==> src/rtl/lockin_demod_integrator.sv <==
// rtl/lockin_demod_integrator.sv - I/Q lock-in demodulator: multiply, settle, integrate 2^N_LOG2 products, dump.
// Define LOCKIN_CONTINUOUS_EN for back-to-back frames (DUMP -> INTEG) instead of single-shot.
module lockin_demod_integrator #(
  parameter int AUDIO_BITS     = 24,
  parameter int LUT_BITS       = 18,
  parameter int N_LOG2         = 10,
  parameter int SETTLE_SAMPLES = 64,
  parameter int OUT_BITS       = 32
) (
  input  logic                         clk,
  input  logic                         reset,
  input  logic                         start,
  input  logic                         abort,
  input  logic signed [AUDIO_BITS-1:0] audio_in,
  input  logic signed [LUT_BITS-1:0]   cosine_in,
  input  logic signed [LUT_BITS-1:0]   sine_in,
  input  logic                         ref_valid,
  output logic signed [OUT_BITS-1:0]   i_out,
  output logic signed [OUT_BITS-1:0]   q_out,
  output logic                         out_valid,
  output logic                         busy
);

  localparam int PROD_W    = AUDIO_BITS + LUT_BITS;
  localparam int ACC_W     = PROD_W + N_LOG2;
  localparam int FRAME_LEN = 2 ** N_LOG2;
  localparam int CNT_MAX   = (SETTLE_SAMPLES > FRAME_LEN) ? SETTLE_SAMPLES : FRAME_LEN;
  localparam int CNT_W     = $clog2(CNT_MAX + 1);

  localparam logic [CNT_W-1:0] SETTLE_CNT = CNT_W'(SETTLE_SAMPLES);
  localparam logic [CNT_W-1:0] FRAME_CNT  = CNT_W'(FRAME_LEN);

  typedef enum logic [1:0] {IDLE, SETTLE, INTEG, DUMP} state_e;

  state_e                     state_q;
  logic [CNT_W-1:0]           cnt_q;
  logic [CNT_W-1:0]           cnt_d;
  logic signed [PROD_W-1:0]   prod_i_q, prod_q_q;
  logic                       prod_valid_q;
  logic signed [ACC_W-1:0]    acc_i_q, acc_q_q;
  logic signed [ACC_W-1:0]    acc_i_d, acc_q_d;
  logic signed [OUT_BITS-1:0] i_out_q, q_out_q;
  logic                       out_valid_q;

  logic signed [PROD_W-1:0]   audio_ext, cos_ext, sin_ext;

  assign audio_ext = PROD_W'(audio_in);
  assign cos_ext   = PROD_W'(cosine_in);
  assign sin_ext   = PROD_W'(sine_in);

  assign cnt_d   = cnt_q + 1'b1;
  assign acc_i_d = acc_i_q + ACC_W'(prod_i_q);
  assign acc_q_d = acc_q_q + ACC_W'(prod_q_q);

  // Products are formed on every reference strobe; the FSM decides whether to use them.
  always_ff @(posedge clk or negedge reset) begin
    if (!reset) begin
      prod_i_q     <= '0;
      prod_q_q     <= '0;
      prod_valid_q <= 1'b0;
    end else begin
      prod_valid_q <= ref_valid;
      if (ref_valid) begin
        prod_i_q <= audio_ext * cos_ext;
        prod_q_q <= audio_ext * sin_ext;
      end
    end
  end

  always_ff @(posedge clk or negedge reset) begin
    if (!reset) begin
      state_q     <= IDLE;
      cnt_q       <= '0;
      acc_i_q     <= '0;
      acc_q_q     <= '0;
      i_out_q     <= '0;
      q_out_q     <= '0;
      out_valid_q <= 1'b0;
    end else begin
      out_valid_q <= 1'b0;
      if (abort) begin
        state_q <= IDLE;
        cnt_q   <= '0;
        acc_i_q <= '0;
        acc_q_q <= '0;
      end else begin
        case (state_q)
          IDLE: begin
            cnt_q   <= '0;
            acc_i_q <= '0;
            acc_q_q <= '0;
            if (start) state_q <= (SETTLE_SAMPLES == 0) ? INTEG : SETTLE;
          end
          SETTLE: begin
            if (prod_valid_q) begin
              if (cnt_d == SETTLE_CNT) begin
                cnt_q   <= '0;
                state_q <= INTEG;
              end else begin
                cnt_q <= cnt_d;
              end
            end
          end
          INTEG: begin
            if (prod_valid_q) begin
              acc_i_q <= acc_i_d;
              acc_q_q <= acc_q_d;
              cnt_q   <= cnt_d;
              if (cnt_d == FRAME_CNT) state_q <= DUMP;
            end
          end
          DUMP: begin
            // Top OUT_BITS of the sum: average by 2^N_LOG2, then floor-truncate.
            i_out_q     <= acc_i_q[ACC_W-1 -: OUT_BITS];
            q_out_q     <= acc_q_q[ACC_W-1 -: OUT_BITS];
            out_valid_q <= 1'b1;
            cnt_q       <= '0;
            acc_i_q     <= '0;
            acc_q_q     <= '0;
`ifdef LOCKIN_CONTINUOUS_EN
            state_q     <= INTEG;
`else
            state_q     <= IDLE;
`endif
          end
          default: state_q <= IDLE;
        endcase
      end
    end
  end

  assign i_out     = i_out_q;
  assign q_out     = q_out_q;
  assign out_valid = out_valid_q;
  assign busy      = (state_q != IDLE);

endmodule

==> config.mk <==
export PLATFORM = sky130hd
export DESIGN_NAME = lockin_demod_integrator
export DESIGN_NICKNAME = d
export VERILOG_FILES = /design/src/rtl/lockin_demod_integrator.sv
export SDC_FILE = /design/constraint.sdc
export NUM_CORES = 2
export LEC_CHECK = 0
export CORE_ASPECT_RATIO = 1.5
export CORE_UTILIZATION = 40
export CTS_CLUSTER_SIZE = 25
export DETAILED_ROUTE_END_ITERATION = 7
export GPL_TIMING_DRIVEN = 0
export PLACE_DENSITY = 0.66
export SYNTH_ARGS = -nofsm -noshare
export SYNTH_HDL_FRONTEND = slang
export SYNTH_SLANG_ARGS = --single-unit
==> constraint.sdc <==
create_clock -name clk -period 3.8 [get_ports clk]
set_clock_uncertainty 0.05 [all_clocks]
set_input_delay 0.76 -clock clk [delete_from_list [all_inputs] [get_ports clk]]
set_output_delay 0.76 -clock clk [all_outputs]
set_load 0.05 [all_outputs]
After elaboration in Yosys (flattened, before gate mapping):

Cells that the tools add are included.

* reduce and logical (&&, ||, !) cells: 8
* bitwise logic cells: 1
* multiply operators: 2
* multiplexer cells: 20
* add/sub/neg operators: 3
* eq/ne operators: 10

Operators by type and width (count)
* $mux W52: 4
* $pmux W52 S2: 2
* $add A52 B42 Y52: 2
* $mul A24 B18 Y42: 2
* $mux W11: 4
* $pmux W11 S3: 1
* $ne A3 B3 Y1 const B: 5
* $mux W2: 6
* $add A11 B1 Y11 const B: 1
* $eq A11 B11 Y1 const B: 1
* $eq A11 B7 Y1 const B: 1
* $pmux W2 S4: 1
* $reduce_and A2 Y1: 3
* $reduce_and A5 Y1: 1
* $eq A2 B2 Y1 const B: 2
* $reduce_bool A3 Y1: 1
* $eq A2 B1 Y1 const B: 1
* $logic_not A2 Y1: 1
* $mux W1: 2
* $reduce_bool A2 Y1: 1
* $reduce_or A2 Y1: 1
* $not A1 Y1: 1

* output and inout bits: 66
* word-level logic and storage cells: 54
* flip-flop bits (word level): 267
* input port bits: 65

Logic depth before layout (Yosys ltp):

* word-level depth: 6
* depth in mapped cells: 27
* mapped depth without buffers: 25

Worst setup path before layout:

No wires, ideal clock.

* kind: input -> register
* start: in audio_in[13]
* end: reg prod_i_q[41]
* library setup time: 0.136 ns
* setup slack: -3.209 ns
* stages: 25
* data required time: 3.614 ns
* arrival time: 6.823 ns
* buffers on the path: 2
* cell sequence: clkbuf_1 > clkbuf_1 > nand2_1 > fa_1 > inv_1 > fa_1 > inv_1 > fa_1 > inv_1 > fa_1 > fa_1 > inv_1 > fa_1 > inv_1 > ha_1 > a21o_1 > a21o_1 > a211oi_1 > o31ai_4 > o2111ai_1 > o211ai_1 > a2111oi_0 > o41ai_1 > xnor2_1 > a21oi_1

* longest elaborated chain between the ends: 1

Ends and longest elaborated chain
* from (decl): line 14 `input logic signed [AUDIO_BITS-1:0] audio_in,`
* $mul A24 B18 Y42: line 64 `prod_i_q <= audio_ext * cos_ext;`
* to (signal assigned): line 64
* to (decl): line 38 `logic signed [PROD_W-1:0] prod_i_q, prod_q_q;`

Every way passes these cells.
A chain may end at the register's enable or synchronous reset.

Worst setup path after layout:

* start: in audio_in[4]
* end: reg prod_i_q[41]

Same word-level chain as after synthesis.

==> impl_metrics.toml <==
[logic_synthesis]
synth_top_family_by_area = "adder cells"
syn_nets = 6383
async_flop_share = 1.00
synth_cells = 5149
avgSynthCellArea_um2 = 8.97
synth_warnings = 0
yosysSeqAreaShare = 0.145
synthSimpleGateAreaFrac = 0.153
synth_most_common_cell = "inv_1"
ys_ff_latch = 267
synthXorXnorAreaFrac = 0.0305
yosysUniqueCellTypes = 84
synthTopCellsByArea = "fa_1 (37%), dfrtp_1 (14%), ha_1 (8.6%)"
synthMuxAreaShare = 0.0179
ys.flop_type = "dfrtp_1"
synth_edf_count = 0
synthAdderAreaFrac = 0.455
synth_compound_area_frac = 0.0966
synth_top_area_share = 0.369
yosys.area.top_type = "fa_1"
synth_common_cells = "inv_1 (1,008), nand2_1 (896), fa_1 (852), ha_1 (317), and2_1 (299)"
syn-cell-area_um2 = 46200

[clock_network]
cts-hold-fix-buffers = 0
clkTransAtPathRegs_ns = 0.06
h-tree-depth = 1
root_buffer = "clkbuf_16"
ctsLongestPathBuffers = 3
cts_tree = "done"
insertion_delay_ns = 0.60
clock_sinks = 267
cts_inserted_buffers = 31

[die]
fp.coreArea_um2 = 114000
fp.dieW_um = 279
io_pins = 131
die_area_um2 = 117000
rows = 152
die_height_um = 418
start_util = 0.403

[final_layout]
num-nets-final = 6738
fin_util = 0.502
fin_cells = 7072
syn_to_final_growth_pct = 24.4
drive_gt1_frac = 0.176

[outcome]
status = "complete, but fails checks"
violations = "negative setup slack"

[sta]
relSlewSlack = 0.118
worst_slew_pin_slew_ns = 1.32
setup_violations = 72
fmax_mhz = 149
setup_ws_ns = -2.93
post-route-min-period_ns = 6.73
rsz0062_at_grt = "yes"
drv_slew = 0
hold_viol_final = 0
hold_ws_ns = 0.108
final.period_utilization = 1.77

[global_routing]
antenna_found_initial = 5
grt_max_degree = 109
track_usage = 0.278
grt_pass1_vias = 41200
grt_pass1_wl_um = 243000
grt-ovfl-total = 0

[setup_path]
cp_slowest_stage_delay_ns = 0.58
worstSetupPathType = "primary input to flop"
r2r_start = "prod_q_q[0]"
reg2reg_to = "acc_q_q[48]"
start_kind = "primary input"
crit_path_top_delay_cell = "fa_1"
path_max_fanout = 7
cp.arrival_ns = 7.12
crit_path_frequent_cell = "fa_1"
crit_chain = "clkbuf_16 -> clkbuf_16 -> buf_4 -> and2_1 -> fa_1 -> fa_1 -> fa_2 -> fa_2 -> fa_1 -> inv_1 -> fa_1 -> inv_2 -> ha_4 -> a21o_1 -> a21o_1 -> a221oi_2 -> o211ai_1 -> o2111ai_4 -> o211ai_1 -> a2111oi_2 -> o41ai_2 -> xnor2_2 -> a21oi_1"
critPathCaptureType = "flop"
required_ns = 4.19
rr_worst_depth = 12
reg2reg_slack_ns = 0.09

[routing]
totalWireLength_um = 159000
antenna_left = 0
dr_total_vias = 37700
first_pass_iters = 8
drc = 0
drt_iter0_markers = 2228
viasPerCell = 5.33
wl_per_cell_um = 22.5

[placed_design]
gp_congestion = 1.03
place_inst = 6798
placement.io_buffers = 107
dpl.hpwl_um = 125000

[flow_run]
max_cap_viol_count = 0

[worst_hold_path]
min_path_type = "primary input to asynchronous set/reset pin"
==> cell usage in the layout (no fill, tap or decap), types with 35 or more instances in the layout <==
cell	netlist	layout
xor2_1	57	50
nand2_1	896	855
ha_4	0	55
clkbuf_8	0	50
fa_2	0	66
fa_1	852	786
xnor2_1	104	86
inv_1	1008	943
nor2_1	158	152
inv_2	0	64
and2_1	299	262
clkbuf_16	0	146
a21o_1	101	100
ha_1	317	253
a21oi_1	157	117
clkdlybuf4s50_1	0	69
buf_4	0	163
o21ai_0	159	138
a21oi_2	2	38
dfrtp_1	267	267
mux2_2	69	35
and2_4	0	36
nand3_1	38	36
clkbuf_1	240	82
buf_6	1	60
==> worst max-delay path, delay by kind of cell <==
family | cells | cell delay (ns)
AND/OR/NAND/NOR | 1 | 0.16
buffers and inverters | 5 | 0.58
XOR/XNOR | 1 | 0.32
AO/OA/AOI/OAI | 9 | 1.99
adder cells (fa/ha/maj) | 7 | 3.29
==> stage by stage <==
stage	cell area [um2]	worst slack (ns)	setup TNS, ns
finish	57400	-2.93	-141.57
CTS	56000	-2.75	-135.05
global route	57400	-2.97	-149.72
global placement	51100	-10.03	-2943.33
detailed placement	51100	-5.59	-280.73
floorplan	48100	-2.65	-137.71
==> cells by family after synthesis <==
logic type | Yosys count
and+or+nand+nor | 1552
buffers and inverters | 1255
adders and majority gates | 1169
AOI/OAI and AO/OA | 671
DFF | 267
xor gates and xnor gates | 161
muxes | 74
==> flip-flops by register name (all words and copies together) (netlist names) <==
| register | count |
|---|---|
| prod_i_q | 42 |
| out_valid | 1 |
| prod_q_q | 42 |
| state_q | 2 |
| i_out | 32 |
| acc_q_q | 52 |
| prod_valid_q | 1 |
| acc_i_q | 52 |
| cnt_q | 11 |
| q_out | 32 |
==> metal layers <==
layer / part of all wire / vias up / global-route usage
li1: - / 16500 / -
met1: 0.34 / 19100 / 0.295
met2: 0.50 / 1400 / 0.487
met3: 0.059 / 623 / 0.0411
met4: 0.11 / 0 / 0.232
met5: 0 / - / 0
==> cell type report <==
type / instances / area (um2)
inverters: 1010 / 3820
fillers: 10500 / 57100
flip-flops and latches: 267 / 6680
repair buffers: 323 / 3140
diodes: 5 / 12.5
plain buffers: 244 / 3830
clock buffers: 47 / 916
clock inverters: 9 / 80.1
multi-input cells: 3627 / 37000
well taps: 1540 / 1930
==> how the worst max path moves through the flow <==
stage                            start           end  cells past startpoint
after detailed placement   sine_in[17]  prod_q_q[41]                     23
after floorplan           audio_in[14]  prod_q_q[40]                     24
after CTS                 audio_in[12]  prod_q_q[41]                     25
after global routing      audio_in[12]  prod_i_q[41]                     24
final                      audio_in[4]  prod_i_q[41]                     23
after global placement           reset  prod_q_q[36]                      1
==> what timing repair did <==
action	4_1_cts	5_1_grt
setup endpoints to repair	81	80
setup buffers	130	79
pin swaps	133	178
resized for setup	780	206
cloned	4	6
Power is not shown: default switching activity piles up to over one toggle a cycle in this logic, so the estimate is an artifact.
